==> src/rtl/jzjpcc_memory_arbiter.sv <==
// Shares the single external memory port between instruction fetch and the load/store path.
// Data accesses win by default; a saturating starvation counter forces a fetch grant.
module jzjpcc_memory_arbiter #(
    parameter int STARVE_LIMIT = 4
) (
    input  logic        clock,
    input  logic        reset,
    input  logic        fetchReq,
    input  logic [31:0] fetchAddr,
    output logic [31:0] fetchData,
    output logic        fetchValid,
    input  logic        dataReq,
    input  logic        dataWrite,
    input  logic [31:0] dataAddr,
    input  logic [31:0] dataWriteData,
    input  logic [3:0]  dataByteEnable,
    output logic [31:0] dataReadData,
    output logic        dataValid,
    output logic        memReq,
    output logic        memWrite,
    output logic [31:0] memAddr,
    output logic [31:0] memWriteData,
    output logic [3:0]  memByteEnable,
    input  logic        memAck,
    input  logic [31:0] memReadData,
    output logic        stall_fetch,
    output logic        stall_memory
);
    localparam logic [3:0] STARVE_MAX = 4'(STARVE_LIMIT);

    typedef enum logic [1:0] {IDLE, GRANT, DONE} state_t;
    typedef enum logic {OWNER_FETCH, OWNER_DATA} owner_t;

    state_t     state;
    owner_t     owner;
    logic [3:0] starve_count;
    logic       fetch_wins;

    // Fetch only beats a pending data request once data has starved it long enough.
    assign fetch_wins   = fetchReq & (~dataReq | (starve_count == STARVE_MAX));
    assign stall_fetch  = fetchReq & ~fetchValid;
    assign stall_memory = dataReq & ~dataValid;

    always_ff @(posedge clock or posedge reset) begin
        if (reset) begin
            state         <= IDLE;
            owner         <= OWNER_FETCH;
            starve_count  <= 4'd0;
            memReq        <= 1'b0;
            memWrite      <= 1'b0;
            memAddr       <= 32'd0;
            memWriteData  <= 32'd0;
            memByteEnable <= 4'd0;
            fetchValid    <= 1'b0;
            dataValid     <= 1'b0;
            fetchData     <= 32'd0;
            dataReadData  <= 32'd0;
        end else begin
            case (state)
                IDLE: begin
                    if (fetch_wins) begin
                        owner         <= OWNER_FETCH;
                        memReq        <= 1'b1;
                        memWrite      <= 1'b0;
                        memAddr       <= fetchAddr;
                        memWriteData  <= 32'd0;
                        memByteEnable <= 4'b1111;
                        starve_count  <= 4'd0;
                        state         <= GRANT;
                    end else if (dataReq) begin
                        owner         <= OWNER_DATA;
                        memReq        <= 1'b1;
                        memWrite      <= dataWrite;
                        memAddr       <= dataAddr;
                        memWriteData  <= dataWriteData;
                        memByteEnable <= dataWrite ? dataByteEnable : 4'b1111;
                        if (fetchReq && (starve_count != STARVE_MAX))
                            starve_count <= starve_count + 4'd1;
                        state         <= GRANT;
                    end
                end
                GRANT: begin
                    // Bus held stable; requester inputs are not looked at until completion.
                    if (memAck) begin
                        memReq <= 1'b0;
                        state  <= DONE;
                        if (owner == OWNER_FETCH) begin
                            fetchData  <= memReadData;
                            fetchValid <= 1'b1;
                        end else begin
                            if (!memWrite)
                                dataReadData <= memReadData;
                            dataValid <= 1'b1;
                        end
                    end
                end
                DONE: begin
                    fetchValid <= 1'b0;
                    dataValid  <= 1'b0;
                    state      <= IDLE;
                end
                default: state <= IDLE;
            endcase
        end
    end
endmodule

==> config.mk <==
export PLATFORM = sky130hd
export DESIGN_NAME = jzjpcc_memory_arbiter
export DESIGN_NICKNAME = d
export VERILOG_FILES = /design/src/rtl/jzjpcc_memory_arbiter.sv
export SDC_FILE = /design/constraint.sdc
export NUM_CORES = 1
export LEC_CHECK = 0
export BUFFER_PORTS_ARGS = -buffer_cell sky130_fd_sc_hd__buf_4
export CORE_MARGIN = 2
export CORE_UTILIZATION = 43
export DETAILED_ROUTE_END_ITERATION = 10
export PLACE_DENSITY_LB_ADDON = 0.12
export SETUP_SLACK_MARGIN = 0.5
export SKIP_CTS_REPAIR_TIMING = 1
export SLEW_MARGIN = 20
export SYNTH_ARGS = -nofsm -noshare
export SYNTH_HDL_FRONTEND = slang
export SYNTH_SLANG_ARGS = --single-unit
==> constraint.sdc <==
create_clock -name clock -period 4.3 [get_ports clock]
set_input_delay 0.215 -clock clock [delete_from_list [all_inputs] [get_ports clock]]
set_output_delay 0.215 -clock clock [all_outputs]
set_load 0.03 [all_outputs]
Word level (Yosys, flattened, before mapping)
Index checks and enable logic that the tools add are counted.
{ "classes": {"n_addsub": 1, "n_mul": 0, "div_mod_pow": 0, "magnitude_cmp": 0, "n_eq_ne": 8, "n_shift": 0, "mux": 27, "bitwise_logic": 9, "reduce_logical": 14} }
{ "op_table": {"columns": ["cell", "count"], "rows": [
  ["$mux W32", 4],
  ["$mux W4", 6],
  ["$reduce_and A3 Y1", 5],
  ["$mux W1", 10],
  ["$reduce_bool A2 Y1", 4],
  ["$mux W2", 3],
  ["$ne A2 B2 Y1 const B", 3],
  ["$pmux W1 S2", 3],
  ["$not A1 Y1", 5],
  ["$add A4 B1 Y4 const B", 1],
  ["$eq A4 B3 Y1 const B", 1],
  ["$ne A4 B3 Y1 const B", 1],
  ["$pmux W2 S2", 1],
  ["$reduce_and A2 Y1", 2],
  ["$reduce_and A4 Y1", 1],
  ["$and A1 B1 Y1", 3],
  ["$ne A3 B3 Y1 const B", 1],
  ["$eq A2 B1 Y1 const B", 1],
  ["$eq A2 B2 Y1 const B", 1],
  ["$logic_not A2 Y1", 1],
  ["$logic_and A1 B1 Y1", 1],
  ["$or A1 B1 Y1", 1]
]} }
{ "word_totals": {"register_bits": 143, "latch_bits": 0, "ram_bits": 0, "rom_bits": 0, "in_bits": 138, "out_inout_bits": 138, "elab_cells": 71, "n_memories": 0} }

Depth between registers and ports, before layout
Gate-level depths: netlist of run 1.
{ "depth": {"depth_word": 5, "depth_mapped": 7, "mapped_depth_nobuf": 5} }

Worst setup path before layout of run 1
Ideal clock, no wire load.
{ "synth_path": {"kind": "register to register", "startpoint": "register state[1]", "endpoint": "register dataReadData[0]", "setup_ns": 0.125, "t_arrival_ns": 1.462, "t_required_ns": 4.175, "path_slack_ns": 2.713, "stages_incl_launch_ff": 5, "n_path_buf": 1, "period_less_slack_ns": 1.587, "cell_sequence": "dfrtp_1 nand3b_2 nor3b_4 buf_6 mux2_2"} }
{ "synth_between": {"elab_chain_len": 2} }
{ "synth_rtl": {"columns": ["item", "line_no", "source"], "rows": [
  ["start, declared", "34", "state_t state;"],
  ["start signal, assigned", "46", "state <= IDLE;"],
  ["start signal, assigned", "69", "state <= GRANT;"],
  ["start signal, assigned", "79", "state <= GRANT;"],
  ["$eq A2 B1 Y1", "59", "case (state)"],
  ["$reduce_and A4 Y1 (no line)", null, null],
  ["end signal, assigned", "92", "dataReadData <= memReadData;"],
  ["end, declared", "17", "output logic [31:0] dataReadData,"]
]} }
No other way between the ends.
A chain may end at the register's enable or synchronous reset.

Final worst setup path of run 1
{ "layout_path": {"startpoint": "register starve_count[0]", "endpoint": "register owner"} }
{ "layout_between": {"elab_chain_len": 5, "elab_cells_between_ends": 6, "cone_classes": "eq/ne: 1; mux: 1; bitwise: 2; reduce/logical: 2"} }
{ "layout_rtl": {"columns": ["item", "line_no", "source"], "rows": [
  ["start, declared", "36", "logic [3:0] starve_count;"],
  ["start signal, assigned", "78", "starve_count <= starve_count + 4'd1;"],
  ["$eq A4 B3 Y1 *", "40", "assign fetch_wins = fetchReq & (~dataReq | (starve_count == STARVE_MAX));"],
  ["$or A1 B1 Y1 *", "40", null],
  ["$and A1 B1 Y1 *", "40", null],
  ["$reduce_bool A2 Y1 (no line)", null, null],
  ["$reduce_and A2 Y1 (no line)", null, null],
  ["end signal, assigned", "47", "owner <= OWNER_FETCH;"],
  ["end signal, assigned", "62", "owner <= OWNER_FETCH;"],
  ["end signal, assigned", "71", "owner <= OWNER_DATA;"],
  ["end, declared", "35", "owner_t owner;"]
]} }
Every way passes the cells marked *; elsewhere a longest branch is shown, timed or not.

==> results_dict.tcl, run 1 <==
set metrics [dict create \
    fillers 1116 \
    synth_seq_area_share_pct 58.7 \
    synth_nets 646 \
    firstDrtPassIters 4 \
    antennaDiodeCount 0 \
    postSynthAreaPerCell_um2 12.1 \
    grtUsageTotal_pct 22.8 \
    cts_buffers 17 \
    cts-root-buf "clkbuf_16" \
    postRouteAntennaNets 0 \
    antenna_found_initial 0 \
    path_cells "inv_1, ha_1, nand4b_1, buf_4, nand2_2, a21oi_1" \
    totalWireLength_um 17100 \
    fin_crit_sh_pct 57.8 \
    io_buffer_count 275 \
    critPathLaunchType "register" \
    tns_ns 0 \
    relSlewSlack_pct 33.6 \
    netlist_area_um2 6100 \
    period_minus_slack_ns 2.49 \
    grt_pass1_wl_um 26600 \
    die_h_um 123 \
    post_drt_via_cell_ratio 5.32 \
    synth_ff_type "dfrtp_1" \
    cp_num_cells 6 \
    skew_ns 0.0157 \
    design.core.area_um2 13900 \
    ir_drop_mv 0.490 \
    dieArea_um2 15200 \
    seqCellArea_um2 3580 \
    synth_top_area_share_pct 58.7 \
    final_nets 903 \
    min_path_type "input port to register" \
    place_ws_ns 1.42 \
    setup_viol 0 \
    path_buf_inv 2 \
    die_w_um 123 \
    clock_tree.buffer_depth 2 \
    ys_top_cells_by_count "dfrtp_1 (143), mux2_2 (65), nand3_1 (64)" \
    critPathTopFamily "simple AND/OR/NAND/NOR gates" \
    slew_violations 0 \
    yosysMostFrequentCell "dfrtp_1" \
    multi_input_area_um2 2150 \
    route.detailed.drc 0 \
    tritoncts "done" \
    worstPathArrival_ns 2.74 \
    drive_above_1_share_pct 49.7 \
    synth_top_cell_by_area "dfrtp_1" \
    grt_pass1_vias 5151 \
    crit_type "register to register" \
    fin_ws_ns 1.81 \
    synth-async-reset-ratio_pct 100 \
    slowest_delay_ns 0.54 \
    synthTopCellsByArea "dfrtp_1 (59%), mux2_2 (12%), nand3_1 (5.3%)" \
    status "finished, final reports clean" \
    overflow 0 \
    syn_to_final_growth_pct 45.5 \
    clk_pin_slew_ns 0.06 \
    globalplace.congestion 0.833 \
    synth_seq_cells 143 \
    tightest_slew_ns 0.996 \
    power.density_nw_per_um2 865 \
    fmax_mhz 402 \
    grt_max_degree 102 \
    htreeDepth 4 \
    synth_edf_count 0 \
    rsz0062_at_grt "false" \
    start_util_pct 44.0 \
    cp_max_fo 33 \
    cap_violations 0 \
    endpoint_kind "register" \
    clkSinkCount 143 \
    power.leakage_nw 4.21 \
    critPathSlowestCell "nand4b_1" \
    rows 43 \
    num_vias 5083 \
    ys_types 32 \
    ys_warn_count 0 \
    cp_data_required_time_ns 4.55 \
    drt_iter0_drc 295 \
    clkLatencyLatePin_ns 0.42 \
    r2r_cells 6 \
    dpl.hpwl_um 11900 \
    hold_viol 0 \
    worstHoldPathCells 2 \
    ios 276 \
    synthCells 506 \
    drt-wirelength-per-cell_um 17.9 \
]
per-layer routing:
layer / track usage (%) / part of all wire [%] / vias to the layer above
met5: 0 / 0 / -
met1: 29.1 / 41 / 2493
met2: 37.1 / 50 / 191
met3: 6.32 / 7.6 / 21
li1: - / - / 2378
met4: 8.31 / 1.7 / 0
cell families (layout without fill, tap and decap cells):
| logic type | count (synthesis) | count (layout) | share of synthesized area, % |
|---|---|---|---|
| AOI/OAI and AO/OA | 84 | 84 | 11.2 |
| and+or+nand+nor | 123 | 123 | 11.4 |
| muxes | 65 | 65 | 12.0 |
| DFF | 143 | 143 | 58.7 |
| adders and majority gates | 2 | 2 | 0.410 |
| buffers and inverters | 89 | 358 | 6.36 |
state kept, by name, indices dropped and copies added (netlist names):
signal / cells
dataReadData: 32
dataValid: 1
fetchData: 32
fetchValid: 1
memAddr: 32
memByteEnable: 4
memReq: 1
memWrite: 1
memWriteData: 32
owner: 1
starve_count: 4
state: 2
power breakdown:
group,internal (mW),switching [mW]
Sequential,1.99,0.399
Combinational,1.47,2.27
Clock,1.00,0.547
Total,4.46,3.22
cell usage in the layout, fill, tap and decap left out, types with 2 or more instances in the layout:
| cell | n |
|---|---|
| ha_1 | 2 |
| clkbuf_8 | 2 |
| o21ai_0 | 4 |
| clkbuf_1 | 3 |
| o2bb2ai_1 | 33 |
| nor2b_1 | 2 |
| buf_4 | 282 |
| nand4_1 | 34 |
| nand2_1 | 6 |
| clkbuf_16 | 17 |
| nand3_1 | 64 |
| clkinvlp_4 | 3 |
| nand2_2 | 2 |
| o311ai_0 | 3 |
| dfrtp_1 | 143 |
| mux2_2 | 65 |
| bufinv_16 | 4 |
| a21oi_1 | 6 |
| nand2b_1 | 2 |
| a31oi_1 | 5 |
| o221ai_1 | 32 |
| inv_1 | 42 |
cell type report:
class / instances / area share [%]
tap: 180 / 2.54
timing repair buffer: 284 / 24.1
clock inverter: 9 / 1.78
sequential: 143 / 40.3
multi-input combinational: 274 / 24.2
inverter: 43 / 1.86
clock buffer: 22 / 5.23
through the flow:
step                      power [mW]  cells  instance area (um2)  util (%)  hold slack [ns]
after floorplan                 4.75    506                 6100         -            0.322
after global placement          6.08    923                 8240      59.3            0.202
after detailed placement        6.17    923                 8240      59.3            0.210
after CTS                       7.74    954                 8860      63.8           -0.235
after global routing            8.10    955                 8880      64.0           0.0242
final                           7.68    955                 8880      64.0           0.0322
worst paths after layout:
path | slack, ns | from | to
worst max-delay path | 1.81 | starve_count[0]$_DFFE_PP0P_ | owner$_DFFE_PP0P_
worst min-delay path | 0.03 | memReadData[11] | dataReadData[11]$_DFFE_PP0P_
worst max register to register | 1.81 | starve_count[0]$_DFFE_PP0P_ | owner$_DFFE_PP0P_
worst min register to register | 0.48 | memReq$_DFFE_PP0P_ | memReq$_DFFE_PP0P_
max in group asynchronous | 2.93 | reset | fetchData[21]$_DFFE_PP0P_
min in group asynchronous | 0.33 | reset | fetchData[2]$_DFFE_PP0P_
No activity file was read; power rests on OpenSTA's default activity.
==> run 2, diff against run 1 <==
Settings changed: CORE_UTILIZATION 43 to 47.
Clock period 4.3 ns to 2.48 ns, I/O delays scaled along.
==> run 2 against run 1 <==
The run now ends with hold timing left. Clock skew decreased by 0.0011 ns. Sequential power increased by 74%. Worst setup slack worse by 1.2 ns. Maximum frequency grew 36%. Count of clock-buffer cells in the layout is the same. Worst hold slack got worse by 0.062 ns. Cell area is 10% higher. Register-to-register slack worse by 1.2 ns.
==> results_dict.tcl, run 2 (synthesis gave the netlist of run 1 again) <==
set metrics [dict create \
    antennaDiodeCount 0 \
    start_util_pct 48.1 \
    syn_to_final_growth_pct 60.7 \
    power.density_nw_per_um2 1400 \
    worstPathArrival_ns 2.13 \
    r2r_cells 4 \
    rrSetupSlack_ns 0.65 \
    overflow 0 \
    totalWireLength_um 19200 \
    cts-root-buf "clkbuf_16" \
    postRouteAntennaNets 0 \
    rr_startpoint "state[1]$_DFFE_PP0P_" \
    tightest_slew_ns 0.556 \
    clkSinkCount 143 \
    cts_buffers 17 \
    rows 41 \
    grt_pass1_vias 5356 \
    grt_max_degree 75 \
    grt_pass1_wl_um 28200 \
    io_buffer_count 275 \
    final_cell_mix "buf_4 (288), dfrtp_1 (143), dlygate4sd3_1 (86)" \
    endpoint_kind "register" \
    worstHoldStart "dataWriteData[31]" \
    min_to "memWriteData[31]$_DFFE_PP0P_" \
    dpl.hpwl_um 12200 \
    slew_violations 0 \
    drt-wirelength-per-cell_um 18.4 \
    ir_drop_mv 0.895 \
    grtUsageTotal_pct 25.7 \
    cap_violations 0 \
    power.leakage_nw 4.61 \
    fin_ws_ns 0.646 \
    num_vias 5681 \
    fin_crit_sh_pct 73.9 \
    cp_data_required_time_ns 2.77 \
    htreeDepth 4 \
    rsz0062_at_grt "false" \
    route.detailed.drc 0 \
    die_w_um 118 \
    ios 276 \
    cp_max_fo 32 \
    globalplace.congestion 0.798 \
    holdWs_ns -0.0295 \
    status "finished, violations left" \
    tns_ns 0 \
    crit_type "register to register" \
    worstHoldPathCells 3 \
    post_drt_via_cell_ratio 5.46 \
    violations "hold timing" \
    dieArea_um2 13900 \
    clock_tree.buffer_depth 2 \
    critPathLaunchType "register" \
    relSlewSlack_pct 62.9 \
    clkLatencyLatePin_ns 0.42 \
    skew_ns 0.0146 \
    min_path_type "input port to register" \
    tritoncts "done" \
    drt_iter0_drc 457 \
    final_nets 995 \
    clk_pin_slew_ns 0.06 \
    utilization_pct 77.4 \
    setup_viol 0 \
    hold_viol 10 \
    reg2reg_to "fetchData[12]$_DFFE_PP0P_" \
    drive_above_1_share_pct 44.9 \
    design.core.area_um2 12700 \
    place_ws_ns 0.584 \
    die_h_um 118 \
    fmax_mhz 545 \
    period_minus_slack_ns 1.83 \
    antenna_found_initial 0 \
    layout_commonest_cell "buf_4" \
    fin_total_pwr_mw 13.7 \
    firstDrtPassIters 5 \
]
[run 2: changes by cell type in the layout (fill, tap and decap cells not counted), sizes merged]
cell | previous run | this run
dlygate4sd3 | 1 | 86
bufinv | 4 | 5
clkinv | 2 | 3
inv | 43 | 42
buf | 283 | 290
[run 2: power by group]
group          internal (mW)  switching (mW)  leakage (nW)  total (mW)
logic                   2.68            4.07          2.56        6.75
registers               3.45           0.710          1.74        4.16
clock network           1.84           0.942         0.310        2.78
[run 2: per-stage QoR]
stage / area (um2) / cells
after global placement: 8290 / 922
after global routing: 9810 / 1040
after floorplan: 6100 / 506
after detailed placement: 8290 / 922
after CTS: 8940 / 954
final: 9810 / 1040
[run 2: area by class of cell]
class,count,area [um2]
sequential,143,3580
tap,172,215
fill,788,2870
clock inverter,10,184
multi-input combinational,274,2140
clock buffer,22,464
timing repair buffer,376,3050
inverter,43,165
[run 2: worst max path at each step]
stage / cells after the start / to / startpoint
final: 4 / fetchData[12]$_DFFE_PP0P_ / state[1]$_DFFE_PP0P_
after global routing: 4 / fetchData[7]$_DFFE_PP0P_ / state[1]$_DFFE_PP0P_
after CTS: 4 / dataReadData[26]$_DFFE_PP0P_ / state[1]$_DFFE_PP0P_
after detailed placement: 4 / dataReadData[26]$_DFFE_PP0P_ / state[1]$_DFFE_PP0P_
after global placement: 4 / dataReadData[4]$_DFFE_PP0P_ / state[1]$_DFFE_PP0P_
after floorplan: 1 / dataReadData[0]$_DFFE_PP0P_ / reset
[run 2: critical path, cell delays in order, from the launching register on]
cell,delay (ns)
dfrtp_1,0.44
nand3b_2,0.32
nor2_2,0.11
buf_4,0.41
mux2_2,0.40
[run 2: layer usage]
metal  track usage, %  share of wire, %
met2             42.3                51
met1             31.9                40
met3             7.46               6.4
met4             10.2               2.2
met5                0                 0
==> run 3, diff against run 2 <==
Clock period 2.48 ns to 1.8 ns, I/O delays scaled along.
==> run 3 against run 2 <==
The flow still finishes with violations (hold timing). Cell area up 19%. Sequential cell count unchanged. Highest routed layer unchanged. Clock power up 44%. First-iteration DRC count up 32%. Critical path depth up 1. Maximum frequency up 11%. Clock skew down 0.0046 ns. Worst setup slack worse by 0.50 ns. Critical endpoint is now dataReadData[1]$_DFFE_PP0P_. Combinational power up 91%. Count of clock-buffer cells in the layout up 1. Worst hold slack worse by 0.0046 ns.
==> results_dict.tcl, run 3 (synthesis gave the netlist of run 1 again) <==
set metrics [dict create \
    grt_pass1_vias 5449 \
    grtUsageTotal_pct 27.3 \
    rows 41 \
    grt_max_degree 90 \
    cts_buffers 17 \
    critPathSlowestCell "dfrtp_1" \
    critPathTopFamily "simple AND/OR/NAND/NOR gates" \
    finish.instance_area_um2 11700 \
    cp_data_required_time_ns 2.10 \
    path_buf_inv 2 \
    die_w_um 118 \
    io_buffer_count 275 \
    power.density_nw_per_um2 1960 \
    clock_tree.buffer_depth 2 \
    stdcell_count 1098 \
    violations "hold timing" \
    postRouteAntennaNets 0 \
    utilization_pct 92.4 \
    grt_pass1_wl_um 30100 \
    setup_viol 0 \
    htreeDepth 4 \
    drt-wirelength-per-cell_um 24.5 \
    multi_input_area_um2 3090 \
    worstPathArrival_ns 1.96 \
    clkLatencyLatePin_ns 0.43 \
    drive_above_1_share_pct 56.0 \
    seqCellArea_um2 3580 \
    clkSinkCount 143 \
    dp.cells 928 \
    design.core.area_um2 12700 \
    fmax_mhz 603 \
    dpl.hpwl_um 12700 \
    post_drt_via_cell_ratio 5.90 \
    min_path_type "input port to register" \
    syn_to_final_growth_pct 91.8 \
    totalWireLength_um 26900 \
    status "finished, violations left" \
    slew_violations 0 \
    fin_total_pwr_mw 23.0 \
    firstDrtPassIters 5 \
    drt_iter0_drc 603 \
    power.leakage_nw 5.40 \
    rsz0062_at_grt "true" \
    dieArea_um2 13900 \
    slowest_delay_ns 0.41 \
    globalplace.congestion 0.824 \
    antenna_found_initial 0 \
    ios 276 \
    layout_commonest_cell "buf_4" \
    path_cells "nand3b_4, nor3b_4, buf_4, clkbuf_16, mux2_4" \
    ir_drop_mv 1.21 \
    overflow 0 \
    antennaDiodeCount 0 \
    final_cell_mix "buf_4 (289), dfrtp_1 (140), dlygate4sd3_1 (104)" \
    holdWs_ns -0.0341 \
    tightest_slew_ns 0.680 \
    final_nets 1053 \
    period_minus_slack_ns 1.66 \
    hold_viol 6 \
    clk_pin_slew_ns 0.06 \
    endpoint_kind "register" \
    die_h_um 118 \
    cp_max_fo 8 \
    cap_violations 0 \
    tritoncts "done" \
    num_vias 6480 \
    crit_type "register to register" \
    fillers 400 \
    critPathLaunchType "register" \
    start_util_pct 48.1 \
    cts-root-buf "clkbuf_16" \
    fin_crit_sh_pct 92.1 \
    relSlewSlack_pct 54.7 \
    skew_ns 0.0100 \
    place_area_um2 9080 \
    route.detailed.drc 0 \
]
run 3: cell count changes in the layout (fill, tap and decap cells not counted), moves of 7 or more:
cell	before	now
o2bb2ai_2	0	25
clkbuf_16	17	30
o221ai_1	32	0
buf_6	1	10
mux2_2	65	0
mux2_4	0	65
dlygate4sd3_1	86	104
o2bb2ai_4	0	7
o221ai_2	0	27
o2bb2ai_1	33	1
buf_12	1	13
run 3: path summary, 6_finish.rpt:
path / start / endpoint / slack, ns / cells after the start
max in group asynchronous: reset / dataReadData[7]$_DFFE_PP0P_ / 0.80 / 4
worst max-delay path: state[1]$_DFFE_PP0P_ / dataReadData[1]$_DFFE_PP0P_ / 0.14 / 5
worst min-delay path: dataAddr[15] / memAddr[15]$_DFFE_PP0P_ / -0.03 / 3
worst min register to register: memReq$_DFFE_PP0P_ / memReq$_DFFE_PP0P_ / 0.49 / 2
worst max register to register: state[1]$_DFFE_PP0P_ / dataReadData[1]$_DFFE_PP0P_ / 0.14 / 5
min in group asynchronous: reset / memByteEnable[1]$_DFFE_PP0P_ / 0.45 / 4
run 3: final cells by class:
| class | count | area share [%] |
|---|---|---|
| clock buffer | 23 | 4.17 |
| clock inverter | 9 | 1.53 |
| inverter | 43 | 1.41 |
| multi-input combinational | 274 | 26.4 |
| sequential | 143 | 30.6 |
| tap | 172 | 1.84 |
| timing repair buffer | 434 | 34.0 |
run 3: layer usage:
layer  track usage, %  up-vias  wire, um
li1                 -     2690         -
met1             35.1     3250     10000
met2             44.1      433     13800
met3             7.66      107      1800
met4             9.71        0      1300
met5                0        -         0
run 3: worst reg2reg max path, cell delays in order (launching register included):
cell and delay [ns]:
dfrtp_1 0.41, nand3b_4 0.23, nor3b_4 0.23, buf_4 0.18, clkbuf_16 0.18, mux2_4 0.32
run 3: power breakdown:
part | total (mW) | switching [mW] | leakage, nW | internal, mW
Combinational | 12.9 | 7.00 | 3.35 | 5.86
Sequential | 6.09 | 1.33 | 1.74 | 4.77
Clock | 4.00 | 1.39 | 0.320 | 2.61
run 3: stage by stage:
| step | hold slack [ns] | setup WS, ns | setup TNS [ns] |
|---|---|---|---|
| 3_3_place_gp | 0.282 | 0.161 | 0 |
| 6_report | -0.0341 | 0.142 | 0 |
| 3_5_place_dp | 0.291 | 0.0821 | 0 |
| 4_1_cts | -0.157 | 0.0838 | 0 |
| 5_1_grt | -0.00192 | 0.123 | 0 |
| 2_1_floorplan | 0.197 | -0.0811 | -11.59 |
